===== src/rtl/bus_arbiter_pkg.sv =====
// Shared types and the round-robin pick function for the memory-port arbiter
// and the DMA blocks that reuse its picker.
package bus_arbiter_pkg;

  typedef enum logic [2:0] {IDLE, WR, RD_CMD, RD_DATA, DONE} state_t;

  localparam int BURST_W_DEF = 4;
  localparam int MAX_CH      = 8;

  // One-hot grant for the first set bit of req at or after ptr, wrapping at n.
  function automatic logic [MAX_CH-1:0] rr_pick(input logic [MAX_CH-1:0] req,
                                                input logic [2:0]        ptr,
                                                input int                n);
    logic [2:0] c;
    rr_pick = '0;
    for (int i = 0; i < MAX_CH; i++) begin
      c = 3'((int'(ptr) + i) % n);
      if (i < n && rr_pick == '0 && req[c]) rr_pick[c] = 1'b1;
    end
  endfunction

endpackage


===== src/rtl/bus_arbiter_if.sv =====
// Client-channel and memory-port signals of the arbiter, grouped for port passing.
interface bus_arbiter_if #(
  parameter int NUM_CH  = 2,
  parameter int ADDR_W  = 19,
  parameter int DATA_W  = 32,
  parameter int BURST_W = 4
) ();
  logic [NUM_CH-1:0]              ch_req;
  logic [NUM_CH-1:0]              ch_write;
  logic [NUM_CH-1:0][ADDR_W-1:0]  ch_addr;
  logic [NUM_CH-1:0][BURST_W-1:0] ch_burst;
  logic [NUM_CH-1:0][DATA_W-1:0]  ch_wdata;
  logic [NUM_CH-1:0]              ch_grant;
  logic [NUM_CH-1:0]              ch_wnext;
  logic [NUM_CH-1:0]              ch_rvalid;
  logic [DATA_W-1:0]              ch_rdata;
  logic [NUM_CH-1:0]              ch_done;
  logic                           mem_read;
  logic                           mem_write;
  logic [ADDR_W-1:0]              mem_addr;
  logic [BURST_W-1:0]             mem_burst;
  logic [DATA_W-1:0]              mem_wdata;
  logic                           mem_wait;
  logic                           mem_rvalid;
  logic [DATA_W-1:0]              mem_rdata;

  modport master (
    input  ch_req, ch_write, ch_addr, ch_burst, ch_wdata, mem_wait, mem_rvalid, mem_rdata,
    output ch_grant, ch_wnext, ch_rvalid, ch_rdata, ch_done,
           mem_read, mem_write, mem_addr, mem_burst, mem_wdata
  );

  modport slave (
    output ch_req, ch_write, ch_addr, ch_burst, ch_wdata, mem_wait, mem_rvalid, mem_rdata,
    input  ch_grant, ch_wnext, ch_rvalid, ch_rdata, ch_done,
           mem_read, mem_write, mem_addr, mem_burst, mem_wdata
  );
endinterface


===== src/rtl/bus_arbiter_rr_arbiter.sv =====
// Combinational rotate-priority picker: one-hot grant plus its index.
module rr_arbiter
  import bus_arbiter_pkg::*;
#(
  parameter int NUM_CH = 2,
  parameter int IDX_W  = $clog2(NUM_CH)
) (
  input  logic [NUM_CH-1:0] req,
  input  logic [IDX_W-1:0]  ptr,
  output logic [NUM_CH-1:0] grant,
  output logic [IDX_W-1:0]  idx,
  output logic              any
);
  logic [MAX_CH-1:0] grant_all;

  assign grant_all = rr_pick(MAX_CH'(req), 3'(ptr), NUM_CH);
  assign grant     = grant_all[NUM_CH-1:0];
  assign any       = |req;

  always_comb begin
    idx = '0;
    for (int i = 0; i < MAX_CH; i++) begin
      if (grant_all[i]) idx = IDX_W'(i);
    end
  end
endmodule


===== src/rtl/bus_arbiter.sv =====
// Round-robin arbiter of NUM_CH burst clients onto one Avalon-style memory port.
module bus_arbiter
  import bus_arbiter_pkg::*;
#(
  parameter int NUM_CH  = 2,
  parameter int ADDR_W  = 19,
  parameter int DATA_W  = 32,
  parameter int BURST_W = BURST_W_DEF
) (
  input logic           clk,
  input logic           reset,
  bus_arbiter_if.master bus
);
  localparam int IDX_W = $clog2(NUM_CH);

  state_t             state_q, state_d;
  logic [IDX_W-1:0]   owner_q, owner_d, rr_ptr_q, rr_ptr_d;
  logic [NUM_CH-1:0]  grant_q, grant_d;
  logic [ADDR_W-1:0]  addr_q, addr_d;
  logic [BURST_W-1:0] burst_q, burst_d, cnt_q, cnt_d;

  logic [NUM_CH-1:0]  pick_grant;
  logic [IDX_W-1:0]   pick_idx;
  logic               pick_any;
  logic [BURST_W-1:0] pick_burst;
  logic               busy, wr_beat, rd_beat;

  rr_arbiter #(.NUM_CH(NUM_CH), .IDX_W(IDX_W)) u_rr (
    .req   (bus.ch_req),
    .ptr   (rr_ptr_q),
    .grant (pick_grant),
    .idx   (pick_idx),
    .any   (pick_any)
  );

  // A zero beat count is a single-beat transfer.
  assign pick_burst = (bus.ch_burst[pick_idx] == '0) ? BURST_W'(1) : bus.ch_burst[pick_idx];

  assign busy    = state_q inside {WR, RD_CMD, RD_DATA};
  assign wr_beat = (state_q == WR) && !bus.mem_wait;
  assign rd_beat = (state_q == RD_DATA) && bus.mem_rvalid;

  always_comb begin
    state_d  = state_q;
    owner_d  = owner_q;
    grant_d  = grant_q;
    addr_d   = addr_q;
    burst_d  = burst_q;
    cnt_d    = cnt_q;
    rr_ptr_d = rr_ptr_q;
    case (state_q)
      IDLE: begin
        if (pick_any) begin
          owner_d = pick_idx;
          grant_d = pick_grant;
          addr_d  = bus.ch_addr[pick_idx];
          burst_d = pick_burst;
          cnt_d   = pick_burst;
          state_d = bus.ch_write[pick_idx] ? WR : RD_CMD;
        end
      end
      WR: begin
        if (wr_beat) begin
          cnt_d = cnt_q - BURST_W'(1);
          if (cnt_q == BURST_W'(1)) state_d = DONE;
        end
      end
      RD_CMD: begin
        if (!bus.mem_wait) state_d = RD_DATA;
      end
      RD_DATA: begin
        if (rd_beat) begin
          cnt_d = cnt_q - BURST_W'(1);
          if (cnt_q == BURST_W'(1)) state_d = DONE;
        end
      end
      DONE: begin
        rr_ptr_d = (owner_q == IDX_W'(NUM_CH - 1)) ? '0 : owner_q + IDX_W'(1);
        state_d  = IDLE;
      end
      default: state_d = IDLE;
    endcase
  end

  // Reset abandons any burst in flight; the memory controller copes with that.
  always_ff @(posedge clk or posedge reset) begin
    if (reset) begin
      state_q  <= IDLE;
      owner_q  <= '0;
      grant_q  <= '0;
      addr_q   <= '0;
      burst_q  <= '0;
      cnt_q    <= '0;
      rr_ptr_q <= '0;
    end else begin
      state_q  <= state_d;
      owner_q  <= owner_d;
      grant_q  <= grant_d;
      addr_q   <= addr_d;
      burst_q  <= burst_d;
      cnt_q    <= cnt_d;
      rr_ptr_q <= rr_ptr_d;
    end
  end

  assign bus.ch_grant  = busy ? grant_q : '0;
  assign bus.ch_wnext  = wr_beat ? grant_q : '0;
  assign bus.ch_rvalid = rd_beat ? grant_q : '0;
  assign bus.ch_done   = (state_q == DONE) ? grant_q : '0;
  assign bus.ch_rdata  = bus.mem_rdata;
  assign bus.mem_write = (state_q == WR);
  assign bus.mem_read  = (state_q == RD_CMD);
  assign bus.mem_addr  = addr_q;
  assign bus.mem_burst = burst_q;
  assign bus.mem_wdata = (state_q == WR) ? bus.ch_wdata[owner_q] : '0;
endmodule

===== src/flat_wrapper.sv =====
// flat-port wrapper written by rule: the top's interface ports become plain ports
module bus_arbiter_flat import bus_arbiter_pkg::*;
#(
  parameter int NUM_CH  = 2,
  parameter int ADDR_W  = 19,
  parameter int DATA_W  = 32,
  parameter int BURST_W = BURST_W_DEF
)
  (clk, reset, bus_ch_req, bus_ch_write, bus_ch_addr, bus_ch_burst, bus_ch_wdata, bus_mem_wait, bus_mem_rvalid, bus_mem_rdata, bus_ch_grant, bus_ch_wnext, bus_ch_rvalid, bus_ch_rdata, bus_ch_done, bus_mem_read, bus_mem_write, bus_mem_addr, bus_mem_burst, bus_mem_wdata);
  bus_arbiter_if #(.NUM_CH(NUM_CH), .ADDR_W(ADDR_W), .DATA_W(DATA_W), .BURST_W(BURST_W)) bus_i ();
  input logic clk;
  input logic reset;
  input wire logic [$bits(bus_i.ch_req)-1:0] bus_ch_req;
  input wire logic [$bits(bus_i.ch_write)-1:0] bus_ch_write;
  input wire logic [$bits(bus_i.ch_addr)-1:0] bus_ch_addr;
  input wire logic [$bits(bus_i.ch_burst)-1:0] bus_ch_burst;
  input wire logic [$bits(bus_i.ch_wdata)-1:0] bus_ch_wdata;
  input wire logic [$bits(bus_i.mem_wait)-1:0] bus_mem_wait;
  input wire logic [$bits(bus_i.mem_rvalid)-1:0] bus_mem_rvalid;
  input wire logic [$bits(bus_i.mem_rdata)-1:0] bus_mem_rdata;
  output wire logic [$bits(bus_i.ch_grant)-1:0] bus_ch_grant;
  output wire logic [$bits(bus_i.ch_wnext)-1:0] bus_ch_wnext;
  output wire logic [$bits(bus_i.ch_rvalid)-1:0] bus_ch_rvalid;
  output wire logic [$bits(bus_i.ch_rdata)-1:0] bus_ch_rdata;
  output wire logic [$bits(bus_i.ch_done)-1:0] bus_ch_done;
  output wire logic [$bits(bus_i.mem_read)-1:0] bus_mem_read;
  output wire logic [$bits(bus_i.mem_write)-1:0] bus_mem_write;
  output wire logic [$bits(bus_i.mem_addr)-1:0] bus_mem_addr;
  output wire logic [$bits(bus_i.mem_burst)-1:0] bus_mem_burst;
  output wire logic [$bits(bus_i.mem_wdata)-1:0] bus_mem_wdata;
  assign bus_i.ch_req = bus_ch_req;
  assign bus_i.ch_write = bus_ch_write;
  assign bus_i.ch_addr = bus_ch_addr;
  assign bus_i.ch_burst = bus_ch_burst;
  assign bus_i.ch_wdata = bus_ch_wdata;
  assign bus_i.mem_wait = bus_mem_wait;
  assign bus_i.mem_rvalid = bus_mem_rvalid;
  assign bus_i.mem_rdata = bus_mem_rdata;
  assign bus_ch_grant = bus_i.ch_grant;
  assign bus_ch_wnext = bus_i.ch_wnext;
  assign bus_ch_rvalid = bus_i.ch_rvalid;
  assign bus_ch_rdata = bus_i.ch_rdata;
  assign bus_ch_done = bus_i.ch_done;
  assign bus_mem_read = bus_i.mem_read;
  assign bus_mem_write = bus_i.mem_write;
  assign bus_mem_addr = bus_i.mem_addr;
  assign bus_mem_burst = bus_i.mem_burst;
  assign bus_mem_wdata = bus_i.mem_wdata;
  bus_arbiter #(.NUM_CH(NUM_CH), .ADDR_W(ADDR_W), .DATA_W(DATA_W), .BURST_W(BURST_W)) u_core (.clk(clk), .reset(reset), .bus(bus_i));
endmodule

===== config.mk =====
export PLATFORM = sky130hd
export DESIGN_NAME = bus_arbiter_flat
export DESIGN_NICKNAME = d
export VERILOG_FILES = /design/src/rtl/bus_arbiter_pkg.sv /design/src/rtl/bus_arbiter_if.sv /design/src/rtl/bus_arbiter_rr_arbiter.sv /design/src/rtl/bus_arbiter.sv /design/src/flat_wrapper.sv
export SDC_FILE = /design/constraint.sdc
export NUM_CORES = 1
export LEC_CHECK = 0
export CORE_AREA = 2 2 96 98
export DETAILED_ROUTE_END_ITERATION = 8
export DIE_AREA = 0 0 98 100
export PLACE_DENSITY = 0.9
export SETUP_SLACK_MARGIN = 0.4
export SYNTH_ARGS = -nofsm -noshare
export SYNTH_HDL_FRONTEND = slang
export SYNTH_SLANG_ARGS = --single-unit
export TNS_END_PERCENT = 100

===== constraint.sdc =====
create_clock -name clk -period 4.4 [get_ports clk]
set_input_delay 0.88 -clock clk [delete_from_list [all_inputs] [get_ports clk]]
set_output_delay 0.88 -clock clk [all_outputs]
set_load 0.01 [all_outputs]

==> results.py, run 1 <==
metrics = {
    "run_status": {
        "outcome": "finished clean",
    },
    "setup_path": {
        "arrival_ns": 2.72,
        "criticalPathCategory": "flop to output port",
        "reg2reg_setup_slack_ns": 2.50,
        "cp_top_family": "simple AND/OR/NAND/NOR gates",
        "endpoint_kind": "output port",
        "cp.depth": 4,
        "rr_worst_depth": 5,
        "r2r_end": "u_core.bus.mem_addr[12]$_DFFE_PP0P_",
        "rr_startpoint": "u_core.state_q[2]$_DFFE_PP0P_",
        "endpoint": "bus_ch_wnext[0]",
        "crit_chain": "nor2b_1, nand2_1, nor3b_1, clkdlybuf4s50_1",
        "cp-start-kind": "flop",
        "cpMaxStageDelayCell": "nand2_1",
        "cp_max_fo": 35,
        "slowest_delay_ns": 0.63,
        "crit_required_ns": 3.52,
        "startpoint": "u_core.state_q[0]$_DFFE_PP0P_",
        "crit_buf_inv": 1,
    },
    "drt": {
        "vias_per_cell": 4.71,
        "wl_per_cell_um": 15.2,
        "drt-initial-drc-count": 83,
        "dr.pass1.iters": 6,
        "wl_um": 8310,
        "vias": 2580,
        "drc": 0,
        "ant_nets": 0,
    },
    "timing": {
        "setup_viol": 0,
        "fin_tns_setup_ns": 0,
        "timing.slew.headroom_pct": 29.2,
        "worst_slew_pin_slew_ns": 1.06,
        "post-route-min-period_ns": 3.60,
        "finalHoldViolCount": 0,
        "slew_viol_final": 0,
        "rsz0062_at_grt": "false",
        "max_freq_mhz": 278,
        "period_share_pct": 81.7,
        "finClkSkew_ns": 0.0104,
    },
    "clock_network": {
        "clockRootBuffer": "clkbuf_8",
        "cts_buffers": 5,
        "cts_setup_buffers": 0,
        "postCtsResizedCells": 0,
        "max-clock-path-buffers": 2,
        "clock_latency_ns": 0.28,
        "clock-sinks": 33,
        "hold_buffers": 0,
        "clk_pin_slew_worst_paths_ns": 0.07,
        "htree_levels": 2,
        "cts_tree": "yes",
    },
    "pwr": {
        "power_leakage_uw": 0.00184,
        "cellPowerDensity_nw_per_um2": 521,
        "vdd_drop_max_mv": 0.215,
    },
    "logic_synthesis": {
        "synth_edf_count": 0,
        "ys_ff_latch": 33,
        "async_flop_share_pct": 100,
        "post-synth-top-count-cell": "mux2i_1",
        "yosys-top-cells-count": "mux2i_1, buf_4, nor2_1, dfrtp_1, nand2_1",
        "avgSynthCellArea_um2": 8.58,
        "yosys-top-cells-area": "dfrtp_1, mux2i_1, buf_4",
        "synth_top_area_share_pct": 32.8,
        "syn_inst": 294,
        "ys_seq_area_share_pct": 32.8,
        "syn-num-nets": 446,
        "synth-main-ff-cell": "dfrtp_1",
        "syn-cell-area_um2": 2520,
        "synth_top_cell_by_area": "dfrtp_1",
        "yosys_warnings": 0,
        "ys_types": 38,
    },
    "floorplan": {
        "coreArea_um2": 8890,
        "fp.dieW_um": 98,
        "rows": 35,
        "num_io_pins": 247,
        "fp.dieH_um": 100,
        "die_area_um2": 9800,
        "start_util_pct": 28.4,
    },
    "cells_and_area": {
        "fin_nets": 588,
        "drive_gt1_share_pct": 3.89,
        "num_antenna_cells": 0,
        "area_growth_pct": 70.4,
        "final_cells": 548,
    },
    "placement": {
        "hpwl_um": 6810,
        "io_buffers": 182,
        "place_congestion": 0.799,
        "dp_cells": 540,
    },
    "grt": {
        "grt_start_max_net_pins": 39,
        "antenna_found_initial": 1,
        "grt_overflow": 0,
        "grt_pass1_vias": 2628,
        "grt_usage_pct": 16.2,
        "grt_pass1_wl_um": 13000,
    },
    "worst_hold_path": {
        "hold_path_class": "flop to flop",
    },
    "flow_run": {
        "max_cap_viol_count": 0,
    },
}
how the worst min path moves through the flow:
stage | start | to | slack [ns] | depth (start not counted)
3_3_place_gp | u_core.rr_ptr_q$_DFFE_PP0N_ | u_core.rr_ptr_q$_DFFE_PP0N_ | 0.46 | 2
2_1_floorplan | u_core.rr_ptr_q$_DFFE_PP0N_ | u_core.rr_ptr_q$_DFFE_PP0N_ | 0.44 | 2
3_5_place_dp | u_core.rr_ptr_q$_DFFE_PP0N_ | u_core.rr_ptr_q$_DFFE_PP0N_ | 0.47 | 2
4_1_cts | u_core.rr_ptr_q$_DFFE_PP0N_ | u_core.rr_ptr_q$_DFFE_PP0N_ | 0.48 | 2
5_1_grt | u_core.bus.mem_addr[16]$_DFFE_PP0P_ | u_core.bus.mem_addr[16]$_DFFE_PP0P_ | 0.51 | 2
6_report | u_core.rr_ptr_q$_DFFE_PP0N_ | u_core.rr_ptr_q$_DFFE_PP0N_ | 0.48 | 2
registers in the layout (all words and copies together) (netlist names):
name and flops:
u_core.bus.mem_addr 19, u_core.bus.mem_burst 4, u_core.cnt_q 4, u_core.state_q 3, u_core.grant_q 1, u_core.owner_q 1, u_core.rr_ptr_q 1
stage by stage:
stage | instance area, µm² | hold WS, ns | utilization [%] | total power, µW | setup slack (ns)
3_5_place_dp | 4180 | 0.469 | 47.0 | 1960 | 1.12
5_1_grt | 4300 | 0.515 | 48.3 | 2410 | 0.453
6_report | 4300 | 0.478 | 48.3 | 2240 | 0.805
2_1_floorplan | 2520 | 0.440 | - | 1280 | 2.23
3_3_place_gp | 4180 | 0.455 | 47.0 | 1920 | 1.21
4_1_cts | 4300 | 0.483 | 48.3 | 2270 | 0.794
power by group:
part / switching (µW) / internal (µW)
Sequential: 169 / 440
Clock: 106 / 185
Combinational: 572 / 767
Total: 847 / 1390
logic make-up after synthesis:
kind of cell             share of synthesized area, %
adder cells (fa/ha/maj)                         0.992
AO/OA/AOI/OAI                                    13.9
AND/OR/NAND/NOR                                  17.2
XOR/XNOR                                        0.347
buffers and inverters                            14.5
multiplexers                                     20.2
flip-flops                                       32.8
placed cells by master (no fill, tap or decap), drive strengths merged, types with 3 or more instances in the layout:
master           n
nand3            3
a21boi           3
nor2            36
nor3             7
dfrtp           33
nand2           28
a211oi           3
clkbuf           7
mux2i           51
o31ai            3
inv              8
nand2b           5
a21oi           10
buf              4
nor2b            3
and3             6
o21ai           24
clkdlybuf4s50  182
layer usage:
layer	part of all wire [%]	track usage, %
met5	0	0
met4	0.43	2.35
met1	39	19.3
met3	8.6	5.78
met2	52	28.7
cell type report:
type                            instances  area, µm²
Tap cell                              111        139
Timing Repair Buffer                  186       1850
Sequential cell                        33        827
Clock inverter                          1       30.0
Multi-Input combinational cell        202       1330
Inverter                                8       30.0
Fill cell                             835       4590
Clock buffer                            7       86.3
tightest hold or removal path, delay by kind of cell, from the launching register on:
kind / cells / cell delay (ns)
AOI/OAI and AO/OA: 1 / 0.06
DFF: 1 / 0.33
and+or+nand+nor: 1 / 0.04
Power figures use the tool's default switching activity.
==> run 2: changes to the inputs <==
--- a/config.mk
+++ b/config.mk
@@ -5,10 +5,10 @@
 export SDC_FILE = /design/constraint.sdc
 export NUM_CORES = 1
 export LEC_CHECK = 0
-export CORE_AREA = 2 2 96 98
+export CORE_ASPECT_RATIO = 1.2
+export CORE_UTILIZATION = 27
 export DETAILED_ROUTE_END_ITERATION = 8
-export DIE_AREA = 0 0 98 100
-export PLACE_DENSITY = 0.9
+export PLACE_DENSITY = 0.88
 export SETUP_SLACK_MARGIN = 0.4
 export SYNTH_ARGS = -nofsm -noshare
 export SYNTH_HDL_FRONTEND = slang
==> constraint.sdc (replaced) <==
create_clock -name clk -period 3.24 [get_ports clk]
set_input_delay 0.648 -clock clk [delete_from_list [all_inputs] [get_ports clk]]
set_output_delay 0.648 -clock clk [all_outputs]
set_load 0.01 [all_outputs]
==> run 2 against run 1 <==
  * Critical path depth is the same
  * Die area decreased by 0.72%
  * Worst hold slack better by 0.0040 ns
  * Critical endpoint is now bus_mem_wdata[31]
==> results.py, run 2 (same netlist as run 1, synthesis figures left out) <==
metrics = {
    "run_status": {
        "outcome": "finished clean",
    },
    "setup_path": {
        "rr_worst_depth": 6,
        "arrival_ns": 2.08,
        "crit_required_ns": 2.59,
        "r2r_end": "u_core.bus.mem_addr[8]$_DFFE_PP0P_",
        "endpoint_kind": "output port",
        "criticalPathCategory": "flop to output port",
        "cp_top_family": "buffers and inverters",
        "crit_buf_inv": 2,
        "cp_max_fo": 21,
        "cp-start-kind": "flop",
        "cpMaxStageDelayCell": "dfrtp_4",
        "rr_startpoint": "u_core.state_q[2]$_DFFE_PP0P_",
        "crit_chain": "buf_4, mux2i_1, nor2_1, clkdlybuf4s50_1",
        "slowest_delay_ns": 0.61,
        "reg2reg_setup_slack_ns": 1.41,
    },
    "grt": {
        "grt_start_max_net_pins": 39,
        "grt_overflow": 0,
        "antenna_found_initial": 0,
        "grt_usage_pct": 18.7,
        "grt_pass1_wl_um": 13900,
        "grt_pass1_vias": 2695,
    },
    "floorplan": {
        "num_io_pins": 247,
        "fp.dieH_um": 108,
        "start_util_pct": 27.9,
        "fp.dieW_um": 90.2,
        "die_area_um2": 9730,
        "coreArea_um2": 9030,
        "rows": 38,
    },
    "cells_and_area": {
        "area_growth_pct": 71.9,
        "fin_nets": 592,
        "largest_reg_flops": 19,
        "stdcell_area_um2": 4330,
        "multi_input_area_um2": 1330,
        "drive_gt1_share_pct": 5.67,
        "n_fill_cell": 835,
        "regArea_um2": 831,
        "final_cell_mix": "clkdlybuf4s50_1, mux2i_1, nor2_1",
        "num_antenna_cells": 0,
        "layout_commonest_cell": "clkdlybuf4s50_1",
        "finish.utilization_pct": 48.0,
    },
    "drt": {
        "vias": 2665,
        "ant_nets": 0,
        "vias_per_cell": 4.75,
        "drt-initial-drc-count": 144,
        "wl_per_cell_um": 16.1,
        "drc": 0,
        "dr.pass1.iters": 4,
        "wl_um": 9020,
    },
    "placement": {
        "place_congestion": 0.851,
        "placed_area_um2": 4210,
        "hpwl_um": 7800,
        "pre_cts_slack_ns": 0.614,
        "io_buffers": 182,
    },
    "worst_hold_path": {
        "hold_path_depth": 2,
        "hold_path_class": "flop to flop",
        "whs_endpoint": "u_core.rr_ptr_q$_DFFE_PP0N_",
        "worst_hold_startpoint": "u_core.rr_ptr_q$_DFFE_PP0N_",
    },
    "pwr": {
        "cellPowerDensity_nw_per_um2": 714,
        "power_leakage_uw": 0.00187,
        "vdd_drop_max_mv": 0.326,
    },
    "timing": {
        "slew_viol_final": 0,
        "layout_setup_ws_ns": 0.507,
        "finalHoldViolCount": 0,
        "period_share_pct": 84.3,
        "rsz0062_at_grt": "true",
        "post-route-min-period_ns": 2.73,
        "fin_tns_setup_ns": 0,
        "worst_slew_pin_slew_ns": 0.624,
        "timing.slew.headroom_pct": 58.3,
        "max_freq_mhz": 366,
        "setup_viol": 0,
        "finClkSkew_ns": 0.0104,
        "whs_ns": 0.482,
    },
    "clock_network": {
        "cts_buffers": 5,
        "max-clock-path-buffers": 2,
        "hold_buffers": 0,
        "htree_levels": 2,
        "clockRootBuffer": "clkbuf_8",
        "clock_latency_ns": 0.28,
        "clk_pin_slew_worst_paths_ns": 0.08,
        "cts_tree": "yes",
        "clock-sinks": 33,
    },
    "flow_run": {
        "max_cap_viol_count": 0,
    },
}
[run 2: changes by cell type in the layout (fill, tap and decap cells not counted)]
cell,delta
dfrtp_4,+1
buf_4,+7
dfrtp_1,-1
clkdlybuf4s50_1,-3
[run 2: through the flow]
stage / instances / power [µW]
after floorplan: 294 / 1730
after global placement: 553 / 2680
after detailed placement: 553 / 2730
after CTS: 561 / 3150
after global routing: 561 / 3330
final: 561 / 3090
[run 2: layout make-up]
cell class | instances | area share (%)
repair buffers | 190 | 43.2
well taps | 120 | 3.46
inverters | 8 | 0.693
flip-flops and latches | 33 | 19.2
clock buffers | 7 | 1.99
multi-input cells | 202 | 30.7
clock inverters | 1 | 0.693
[run 2: worst min-delay path, stage by stage, from the launching register on]
cell,delay [ns]
dfrtp_1,0.34
nand2_1,0.05
o21ai_0,0.06
[run 2: worst max-delay path by stage]
stage	start	to	slack [ns]	cells after the start
after floorplan	u_core.state_q[2]$_DFFE_PP0P_	bus_mem_wdata[10]	1.30	5
after global placement	bus_ch_wdata[48]	bus_mem_wdata[16]	0.63	4
after detailed placement	bus_mem_rvalid	bus_ch_rvalid[0]	0.61	3
after CTS	u_core.owner_q$_DFFE_PP0P_	bus_mem_wdata[31]	0.48	4
after global routing	u_core.state_q[1]$_DFFE_PP0P_	bus_ch_grant[0]	0.39	5
final	u_core.owner_q$_DFFE_PP0P_	bus_mem_wdata[31]	0.51	4
[run 2: repair_timing]
action,CTS,global route
gates cloned,0,0
setup endpoints to repair,3,1
resized for setup,2,0
setup buffers,0,0
pin swaps,0,0
[run 2: power by group]
| group | internal [µW] | switching [µW] | leakage (µW) |
|---|---|---|---|
| clock network | 251 | 150 | 0.0000585 |
| registers | 603 | 166 | 0.000400 |
| logic | 1050 | 873 | 0.00141 |
| total | 1900 | 1190 | 0.00187 |
[run 2: routing by layer]
metal  GRT usage, %  vias up  share of wire (%)
li1               -     1275                  -
met1           18.6     1187                 35
met2           35.1      175                 51
met3           6.78       28                 11
met4           8.06        0                3.1
met5              0        -                  0
==> run 3: changes to the inputs <==
==> constraint.sdc (replaced) <==
create_clock -name clk -period 2.5 [get_ports clk]
set_input_delay 0.5 -clock clk [delete_from_list [all_inputs] [get_ports clk]]
set_output_delay 0.5 -clock clk [all_outputs]
set_load 0.01 [all_outputs]
==> run 3 against run 2 <==
  * Global-route usage rose by 0.16 points
  * Count of clock-buffer cells in the layout stayed put
  * Cell count is 1.8% higher
  * Clock power increased by 30%
  * Total power is 32% higher
  * Highest routed layer unchanged
==> results.py, run 3 (same netlist as run 1, synthesis figures left out) <==
metrics = {
    "run_status": {
        "outcome": "finished clean",
    },
    "cells_and_area": {
        "regArea_um2": 828,
        "layout_commonest_cell": "clkdlybuf4s50_1",
        "multi_input_area_um2": 1360,
        "num_antenna_cells": 0,
        "final_cell_mix": "clkdlybuf4s50_1, mux2i_1, nor2_1",
        "largest_reg_flops": 19,
        "drive_gt1_share_pct": 10.4,
        "area_growth_pct": 76.6,
        "n_fill_cell": 857,
        "fin_nets": 602,
    },
    "clock_network": {
        "clock-sinks": 33,
        "max-clock-path-buffers": 2,
        "clockRootBuffer": "clkbuf_8",
        "cts_tree": "yes",
        "cts_buffers": 5,
        "hold_buffers": 0,
        "clock_latency_ns": 0.28,
        "clk_pin_slew_worst_paths_ns": 0.07,
        "htree_levels": 2,
    },
    "drt": {
        "dr.pass1.iters": 4,
        "vias_per_cell": 4.77,
        "drt-initial-drc-count": 137,
        "wl_per_cell_um": 16.5,
        "wl_um": 9450,
        "vias": 2723,
        "ant_nets": 0,
        "drc": 0,
    },
    "floorplan": {
        "num_io_pins": 247,
        "coreArea_um2": 9030,
        "start_util_pct": 27.9,
        "fp.dieW_um": 90.2,
        "rows": 38,
        "fp.dieH_um": 108,
        "die_area_um2": 9730,
    },
    "placement": {
        "place_congestion": 0.864,
        "pre_cts_slack_ns": 0.162,
        "io_buffers": 182,
        "hpwl_um": 7900,
    },
    "timing": {
        "rsz0062_at_grt": "true",
        "finClkSkew_ns": 0.00738,
        "layout_setup_ws_ns": 0.409,
        "worst_slew_pin_slew_ns": 0.671,
        "slew_viol_final": 0,
        "period_share_pct": 83.7,
        "timing.slew.headroom_pct": 55.2,
        "finalHoldViolCount": 0,
        "setup_viol": 0,
        "max_freq_mhz": 478,
        "post-route-min-period_ns": 2.09,
        "fin_tns_setup_ns": 0,
    },
    "grt": {
        "grt_pass1_wl_um": 14000,
        "grt_usage_pct": 18.9,
        "antenna_found_initial": 0,
        "grt_start_max_net_pins": 47,
        "grt_overflow": 0,
        "grt_pass1_vias": 2702,
    },
    "flow_run": {
        "max_cap_viol_count": 0,
    },
    "setup_path": {
        "startpoint": "u_core.state_q[2]$_DFFE_PP0P_",
        "endpoint_kind": "output port",
        "crit_required_ns": 2.00,
        "cp_max_fo": 18,
        "cp-start-kind": "flop",
        "rr_startpoint": "u_core.state_q[2]$_DFFE_PP0P_",
        "arrival_ns": 1.59,
        "criticalPathCategory": "flop to output port",
    },
    "worst_hold_path": {
        "worst_hold_startpoint": "u_core.bus.mem_burst[1]$_DFFE_PP0P_",
        "hold_path_class": "flop to flop",
    },
    "pwr": {
        "cellPowerDensity_nw_per_um2": 920,
        "vdd_drop_max_mv": 0.380,
        "power_leakage_uw": 0.00206,
    },
}
run 3: cell count changes in the layout (fill, tap and decap cells not counted), moves of 3 or more:
cell / change
clkdlybuf4s50_1: -40
dlygate4sd2_1: +25
clkdlybuf4s15_1: +9
buf_12: +5
clkbuf_2: +5
buf_4: +3
run 3: path summary, 6_finish.rpt:
kind,endpoint,slack (ns),cells past startpoint
worst max-delay path,bus_ch_wnext[1],0.41,5
worst min-delay path,u_core.bus.mem_burst[1]$_DFFE_PP0P_,0.48,2
worst max register to register,u_core.bus.mem_burst[3]$_DFFE_PP0P_,0.53,7
worst min register to register,u_core.bus.mem_burst[1]$_DFFE_PP0P_,0.48,2
max in group asynchronous,u_core.bus.mem_addr[16]$_DFFE_PP0P_,1.35,3
min in group asynchronous,u_core.rr_ptr_q$_DFFE_PP0N_,0.62,2
run 3: power by group:
| part | internal [µW] | switching [µW] |
|---|---|---|
| logic | 1370 | 1260 |
| registers | 778 | 164 |
| clock network | 325 | 196 |
| total | 2480 | 1620 |
run 3: routing by layer:
| layer | share of wire (%) | routed length, µm | up-vias | GRT usage [%] |
|---|---|---|---|---|
| met4 | 2.7 | 258 | 0 | 7.14 |
| met5 | 0 | 0 | - | 0 |
| li1 | - | - | 1292 | - |
| met2 | 51 | 4810 | 172 | 35.4 |
| met3 | 11 | 1030 | 25 | 6.29 |
| met1 | 35 | 3350 | 1234 | 19.4 |
run 3: worst max-delay path, stage by stage (launching register included):
cell,delay (ns)
dfrtp_2,0.44
nor2b_4,0.13
nand2_2,0.11
buf_12,0.17
nor3b_1,0.18
clkdlybuf4s15_1,0.26
run 3: repair_timing:
action,4_1_cts,5_1_grt
buffers inserted,4,0
gates resized for setup,51,23
setup endpoints to repair,39,26
pin swaps,0,1
cloned,0,1
run 3: per-stage QoR:
step,area (µm²),cells,total power (µW),utilization (%),hold slack [ns]
detailed placement,4300,558,3640,47.6,0.476
global route,4450,571,4390,49.3,0.519
floorplan,2520,294,2250,-,0.440
CTS,4430,570,4070,49.0,0.491
global placement,4300,558,3580,47.6,0.462
finish,4450,571,4100,49.3,0.483
run 3: layout make-up:
cell class	count	share of cell area [%]
well taps	120	3.37
inverters	8	0.675
repair buffers	200	44.3
multi-input cells	202	30.4
clock buffers	7	1.94
flip-flops and latches	33	18.6
clock inverters	1	0.675
